### src/rtl/cpu_phase_sequencer_pkg.sv
// Shared definitions for the instruction phase sequencer: state codes,
// phase width and the default MEM timeout.
package cpu_phase_sequencer_pkg;

    localparam int SEQ_PHASE_W         = 3;
    localparam int SEQ_MEM_TIMEOUT_DEF = 15;

    typedef enum logic [SEQ_PHASE_W-1:0] {
        SEQ_HALT   = 3'd0,
        SEQ_FETCH  = 3'd1,
        SEQ_DECODE = 3'd2,
        SEQ_EXEC   = 3'd3,
        SEQ_MEM    = 3'd4,
        SEQ_WB     = 3'd5
    } seq_state_e;

endpackage

### src/rtl/cpu_phase_sequencer_timeout.sv
// MEM-phase watchdog: cleared on MEM entry, counts cycles without ready and
// flags expiry on the cycle that would bring the count to LIMIT.
module seq_timeout_counter #(
    parameter int unsigned LIMIT = 15
) (
    input  logic clk,
    input  logic rst_n,
    input  logic load_i,
    input  logic en_i,
    output logic expire_o
);

    localparam logic [7:0] LAST = 8'(LIMIT - 1);

    logic [7:0] cnt_q;
    logic [7:0] cnt_d;

    always_comb begin
        cnt_d = cnt_q;
        if (load_i) begin
            cnt_d = 8'd0;
        end else if (en_i) begin
            cnt_d = cnt_q + 8'd1;
        end
    end

    // NOTE: sequential state is written with non-blocking assignments only.
    always_ff @(posedge clk or negedge rst_n) begin
        if (!rst_n) begin
            cnt_q <= 8'd0;
        end else begin
            cnt_q <= cnt_d;
        end
    end

    assign expire_o = en_i && (cnt_q == LAST);

endmodule

### src/rtl/cpu_phase_sequencer.sv
// Multi-cycle phase sequencer: FETCH, DECODE, EXEC, optional MEM, WB.
// Optional single-step input enabled by defining SEQ_SINGLE_STEP_EN.
module cpu_phase_sequencer
    import cpu_phase_sequencer_pkg::*;
#(
    parameter int unsigned MEM_TIMEOUT = SEQ_MEM_TIMEOUT_DEF,
    parameter int unsigned CNT_W       = 32
) (
    input  logic                   clk,
    input  logic                   rst,
    input  logic                   run,
    input  logic                   halt_req,
    input  logic                   mem_access,
    input  logic                   reg_write,
    input  logic                   mem_ready,
`ifdef SEQ_SINGLE_STEP_EN
    input  logic                   step,
`endif
    output logic                   if_en,
    output logic                   dec_en,
    output logic                   ex_en,
    output logic                   mem_en,
    output logic                   reg_we,
    output logic                   pc_en,
    output logic                   halted,
    output logic                   bus_err,
    output logic [SEQ_PHASE_W-1:0] phase,
    output logic [CNT_W-1:0]       instret
);

    seq_state_e       state_q, state_d;
    logic             bus_err_q, bus_err_d;
    logic [CNT_W-1:0] instret_q, instret_d;
    logic             tmo_load, tmo_en, tmo_expire;
    logic             stop_after_wb;

    seq_timeout_counter #(
        .LIMIT(MEM_TIMEOUT)
    ) u_timeout (
        .clk     (clk),
        .rst_n   (rst),
        .load_i  (tmo_load),
        .en_i    (tmo_en),
        .expire_o(tmo_expire)
    );

`ifdef SEQ_SINGLE_STEP_EN
    logic step_q, single_q, single_d;
    logic step_rise;
    assign step_rise = step & ~step_q;
    assign stop_after_wb = halt_req | ~run | single_q;
`else
    assign stop_after_wb = halt_req | ~run;
`endif

    // NOTE: every signal written here gets a default first, so no latch is inferred.
    always_comb begin
        state_d   = state_q;
        bus_err_d = bus_err_q;
        instret_d = instret_q;
        tmo_load  = 1'b0;
        tmo_en    = 1'b0;
`ifdef SEQ_SINGLE_STEP_EN
        single_d  = single_q;
`endif
        case (state_q)
            SEQ_HALT: begin
                if (!bus_err_q) begin
                    if (run && !halt_req) state_d = SEQ_FETCH;
`ifdef SEQ_SINGLE_STEP_EN
                    if (step_rise) begin
                        state_d  = SEQ_FETCH;
                        single_d = 1'b1;
                    end
`endif
                end
            end
            SEQ_FETCH:  state_d = SEQ_DECODE;
            SEQ_DECODE: state_d = SEQ_EXEC;
            SEQ_EXEC: begin
                if (mem_access) begin
                    state_d  = SEQ_MEM;
                    tmo_load = 1'b1;
                end else begin
                    state_d = SEQ_WB;
                end
            end
            SEQ_MEM: begin
                // Ready on the expiry cycle still completes the access.
                if (mem_ready) begin
                    state_d = SEQ_WB;
                end else begin
                    tmo_en = 1'b1;
                    if (tmo_expire) begin
                        bus_err_d = 1'b1;
                        state_d   = SEQ_HALT;
`ifdef SEQ_SINGLE_STEP_EN
                        single_d  = 1'b0;
`endif
                    end
                end
            end
            SEQ_WB: begin
                instret_d = instret_q + CNT_W'(1);
                state_d   = stop_after_wb ? SEQ_HALT : SEQ_FETCH;
`ifdef SEQ_SINGLE_STEP_EN
                single_d  = 1'b0;
`endif
            end
            default: state_d = SEQ_HALT;
        endcase
    end

    always_ff @(posedge clk or negedge rst) begin
        if (!rst) begin
            state_q   <= SEQ_HALT;
            bus_err_q <= 1'b0;
            instret_q <= '0;
        end else begin
            state_q   <= state_d;
            bus_err_q <= bus_err_d;
            instret_q <= instret_d;
        end
    end

`ifdef SEQ_SINGLE_STEP_EN
    always_ff @(posedge clk or negedge rst) begin
        if (!rst) begin
            step_q   <= 1'b0;
            single_q <= 1'b0;
        end else begin
            step_q   <= step;
            single_q <= single_d;
        end
    end
`endif

    assign if_en   = (state_q == SEQ_FETCH);
    assign dec_en  = (state_q == SEQ_DECODE);
    assign ex_en   = (state_q == SEQ_EXEC);
    assign mem_en  = (state_q == SEQ_MEM);
    assign pc_en   = (state_q == SEQ_WB);
    assign reg_we  = reg_write & (state_q == SEQ_WB);
    assign halted  = (state_q == SEQ_HALT);
    assign bus_err = bus_err_q;
    assign phase   = state_q;
    assign instret = instret_q;

endmodule

### config.mk
export PLATFORM = sky130hd
export DESIGN_NAME = cpu_phase_sequencer
export DESIGN_NICKNAME = d
export VERILOG_FILES = /design/src/rtl/cpu_phase_sequencer_pkg.sv /design/src/rtl/cpu_phase_sequencer_timeout.sv /design/src/rtl/cpu_phase_sequencer.sv
export SDC_FILE = /design/constraint.sdc
export NUM_CORES = 1
export LEC_CHECK = 0
export ABC_CLOCK_PERIOD_IN_PS = 2100
export CAP_MARGIN = 20
export CORE_MARGIN = 4
export CORE_UTILIZATION = 45
export CTS_CLUSTER_DIAMETER = 80
export DETAILED_ROUTE_END_ITERATION = 10
export MAX_ROUTING_LAYER = met4
export PLACE_DENSITY = 0.85
export SLEW_MARGIN = 5
export SYNTH_ARGS = -nofsm -noshare
export SYNTH_HDL_FRONTEND = slang
export SYNTH_SLANG_ARGS = --single-unit
export TNS_END_PERCENT = 5
### constraint.sdc
create_clock -name clk -period 2.1 [get_ports clk]
set_clock_uncertainty 0.15 [all_clocks]
set_input_delay 0.42 -clock clk [delete_from_list [all_inputs] [get_ports clk]]
set_output_delay 0.42 -clock clk [all_outputs]
set_load 0.02 [all_outputs]
After elaboration in Yosys (flattened, before gate mapping) --
Index checks and enable logic that the tools add are counted. W data, S select, Z words.
Storage, ports and cells: logic and storage cells 39, flip-flop bits (word level) 44
Cells by class: mux-type cells 13, equal/unequal tests 9, reduce and logical (&&, ||, !) cells 7, bitwise logic cells 4, add/subtract/negate cells 2
Operators with widths (number):
- $add A32 B1 Y32 const B | 1
- $pmux W3 S6 | 1
- $mux W8 | 2
- $mux W3 | 4
- $add A8 B1 Y8 const B | 1
- $eq A8 B4 Y1 const B | 1
- $eq A3 B2 Y1 const B | 2
- $eq A3 B3 Y1 const B | 2
- $mux W1 | 6
- $reduce_and A3 Y1 | 2
- $eq A3 B1 Y1 const B | 1
- $logic_not A3 Y1 | 1
- $ne A3 B2 Y1 const B | 1
- $logic_and A1 B1 Y1 | 2
- $ne A2 B1 Y1 const B | 1
- $ne A2 B2 Y1 const B | 1
- $not A1 Y1 | 2
- $reduce_bool A2 Y1 | 1
- $and A1 B1 Y1 | 1
- $logic_not A1 Y1 | 1
- $or A1 B1 Y1 | 1

Depth between registers and ports, before layout --
word-level depth 6, mapped depth 6, mapped depth without buffers 6

Hierarchy --
Synthesis repeated with hierarchy kept, for this count alone.
Unflattened totals: cells, all modules 193, area total of the unflattened synthesis 2137.0 um2
By module, submodules not included:
- cpu_phase_sequencer | area each 1726.7 um2, times used 1, seq. area each 900.9 um2, cells an instance 152
- seq_timeout_counter | area each 410.4 um2, times used 1, seq. area each 200.2 um2, cells an instance 41

Worst setup path before layout --
Ideal clock, no wire load.
path kind register to register, start reg state_q[0] (netlist: phase[0]), end reg u_timeout.cnt_q[6], arrival 1.649 ns, slack 0.175 ns, cell stages (with the launch flop) 7, data required time 1.824 ns, buffers on the path 2, cell sequence dfrtp_1 > buf_6 > or4b_1 > buf_2 > nor3_2 > xnor2_1 > nor2_2
Between the ends: cells in the longest elaborated chain, start to end 3, elaborated cells between the ends (all ways) 6, classes of those cells eq/ne: 2; mux: 3; reduce/logical: 1
RTL lines:
- start, declared | line cpu_phase_sequencer.sv:31 | seq_state_e state_q, state_d;
- start signal, assigned | line cpu_phase_sequencer.sv:120 | state_q <= state_d;
- $eq A3 B2 Y1 or $eq A3 B3 Y1 (tied branches) | line cpu_phase_sequencer.sv:66 | case (state_q)
- $mux W1 | line cpu_phase_sequencer.sv:66
- $mux W8 or $reduce_bool A2 Y1 (tied branches)
- end signal, assigned | line cpu_phase_sequencer_timeout.sv:32 | cnt_q <= cnt_d;
- end, declared | line cpu_phase_sequencer_timeout.sv:15 | logic [7:0] cnt_q;
Parallel ways exist; a longest one is shown, timed or not. A chain may end at the register's enable or synchronous reset.

Worst setup path in the final report --
start reg state_q[2] (netlist: phase[2]), end out phase[2]
RTL lines:
- end, declared | line cpu_phase_sequencer.sv:27 | output logic [SEQ_PHASE_W-1:0] phase,
No word-level cell between the ends.

==> impl_metrics.csv <==
group,metric,value,unit
status,status,"complete, no violations",
logic_synthesis,synth.ff_latch_count,44,
floorplan,start_util,0.462,
floorplan,die_y,77.6,um
logic_synthesis,netlist_instances,205,
power,p_comb_frac,0.292,
logic_synthesis,yosysWarnings,0,
logic_synthesis,synth_ff_type,"dfrtp_1",
power,seqPwrFrac,0.411,
worst_setup_path,reg2reg_from,"phase[0]",
route,drt-wirelength-per-cell,13.5,um
placement,portBuffers,49,
grt,grt_first_pass_wirelength,7930,um
placement,gp_congestion,0.824,
power,p_clk_frac,0.297,
logic_synthesis,syn_avg_cell_area,10.6,sq um
route,ant_nets,0,
power,leakagePower,1.41,nW
worst_setup_path,startpoint,"phase[2]",
floorplan,dieArea,6020,sq um
worst_setup_path,r2r_cells,5,
clock_tree,cts-root-buf,"clkbuf_8",
floorplan,core_area,4720,sq um
clock_tree,post_cts_buffers,0,
worst_setup_path,cp-end-kind,"output pin",
layout,drive_gt1_frac,0.123,
grt,grt_max_degree,23,
clock_tree,clock_sinks,44,
grt,antenna_found_initial,0,
route,vias,1748,
power,power_density,853,nW/um^2
sta,finalMaxSlewViolations,0,
floorplan,pin_count,50,
route,viasPerCell,5.22,
placement,place_hpwl,3450,um
worst_hold_path,holdCritStartpoint,"instret[31]",
layout,layout_commonest_cell,"dfrtp_1",
placement,dp_cells,327,
grt,grt_pass1_vias,1735,
logic_synthesis,synth_fp_nets,215,
route,drtIter0Drc,49,
clock_tree,clkSlewWorstSetupHoldPaths,0.08,ns
sta,fmax,494,MHz
logic_synthesis,syn_area,2180,sq um
layout,final_area,2950,sq um
layout,fin_util,0.625,
worst_setup_path,cp_max_fo,7,
worst_setup_path,cp-start-kind,"register",
worst_setup_path,worstPathArrival,1.45,ns
route,first_pass_iters,4,
worst_setup_path,cp_cell_sequence,"buf_4 > clkdlybuf4s50_1",
floorplan,rows,25,
power,ir_drop,646,uV
logic_synthesis,synth_cell_types,36,
floorplan,die_w,77.6,um
sta,worst_pin_slew,0.477,ns
worst_setup_path,slowest_delay,0.60,ns
layout,nets,278,
power,sw_frac_of_total,0.304,
worst_setup_path,cp.required,1.53,ns
grt,overflow,0,
sta,max_slew_margin,0.682,
route,drt_wl_total,4540,um
grt,grt_use_total,0.165,
power,intPower,1.75,mW
power,p_total,2.52,mW
worst_hold_path,hold_path_class,"reg2reg",
clock_tree,htreeDepth,2,
clock_tree,cts_inserted_buffers,5,
placement,post_dp_cell_area,2810,sq um
sta,hold_ws,0.324,ns
clock_tree,clock_path_buffers,2,
layout,stdcell_count,335,
worst_setup_path,critical_path_class,"reg2out",
sta,fin_crit_sh,0.963,
sta,hold_viol_final,0,
route,drc,0,
worst_setup_path,slowest_stage,"clkdlybuf4s50_1",
logic_synthesis,synth_edf_count,0,
logic_synthesis,yosysSeqAreaShare,0.505,
sta,setup_viol,0,
worst_hold_path,whs_path_depth,1,
logic_synthesis,async_flop_share,1.00,
clock_tree,clkLatencyLatePin,0.29,ns
clock_tree,tritoncts,"done",
layout,final_cell_mix,"dfrtp_1, clkdlybuf4s50_1, xor2_1",
job,maxCapViolations,0,
layout,antenna_cells,0,
power,p_sw,0.765,mW
sta,layout_min_cycle_time,2.02,ns
layout,areaGrowthSynthToFinish,35.4,%
## metal layers
| layer | vias up | routed length, um | GRT usage |
|---|---|---|---|
| met5 | - | 0 | - |
| met4 | 0 | 61 | 0.0427 |
| met3 | 7 | 204 | 0.0406 |
| met2 | 50 | 2320 | 0.288 |
| met1 | 859 | 1950 | 0.189 |
| li1 | 832 | - | - |
## metrics by stage
| stage | worst slack (ns) | TNS, ns |
|---|---|---|
| 3_5_place_dp | -0.0436 | -0.105 |
| 5_1_grt | -0.000908 | -0.000908 |
| 6_report | 0.0777 | 0 |
| 2_1_floorplan | 0.175 | 0 |
| 3_3_place_gp | -0.0366 | -0.0366 |
| 4_1_cts | 0.0140 | 0 |
## layout make-up
type                    count  area [sq um]
clock buffers               5          68.8
clock inverters             2          60.1
fillers                   374          1770
inverters                   3          11.3
multi-input cells         150          1030
flip-flops and latches     44          1100
well taps                  67          83.8
repair buffers             64           596
## worst max-delay path: cells and delay by family (launching register included)
family / cells / cell delay (ns)
DFF: 1 / 0.42
buffers and inverters: 2 / 0.75
## flip-flops by register name (all words and copies together), names as in the netlist
signal and cells:
instret 32, bus_err 1, u_timeout.cnt_q 8, phase 3
## path summary, 6_finish.rpt
| check | slack [ns] | endpoint |
|---|---|---|
| max reg2reg | 0.19 | u_timeout.cnt_q[7] |
| max | 0.08 | phase[2] |
| min | 0.32 | instret[31] |
| min reg2reg | 0.32 | instret[31] |
| max in group asynchronous | 0.76 | phase[2] |
| min in group asynchronous | 0.46 | instret[16] |
## synth_stat cells, drive strengths merged, types with 2 or more instances
cell type	number	area share
dfrtp	44	0.50
and3	8	0.023
xnor2	17	0.068
nand2b	3	0.0086
nor3b	3	0.010
clkbuf	2	0.0034
nor4	5	0.021
and3b	2	0.0080
nor2	16	0.029
o21ai	4	0.0092
and2	3	0.0086
nand2	18	0.031
and4	2	0.0080
a21oi	2	0.0046
ha	3	0.017
nor3	8	0.028
nor2b	2	0.0057
inv	3	0.0052
nand3	8	0.018
buf	6	0.017
nand4	16	0.046
or3	2	0.0057
xor2	20	0.080
## power groups by stage
stage	combinational, mW	sequential [mW]	clock (mW)
global route	0.811	1.05	0.786
global placement	0.756	1.04	0
finish	0.736	1.03	0.747
detailed placement	0.775	1.05	0
CTS	0.746	1.03	0.754
floorplan	0.373	1.08	0
## cells by family (layout without fill, tap and decap cells)
| kind of cell | after synthesis | in the layout | synth area share |
|---|---|---|---|
| simple gates | 101 | 101 | 0.277 |
| flops | 44 | 44 | 0.505 |
| xor+xnor | 37 | 37 | 0.149 |
| buf+inv | 11 | 74 | 0.0252 |
| compound gates | 7 | 7 | 0.0172 |
| fa+ha+maj | 3 | 3 | 0.0172 |
| mux | 2 | 2 | 0.00975 |
## repair_timing
| item | in CTS | in global routing |
|---|---|---|
| endpoints found under the hold margin | 20 | 0 |
| endpoints found under the setup margin | 7 | 9 |
| gates resized for setup | 7 | 5 |
| hold buffers | 1 | 0 |
Power figures use the tool's default switching activity.
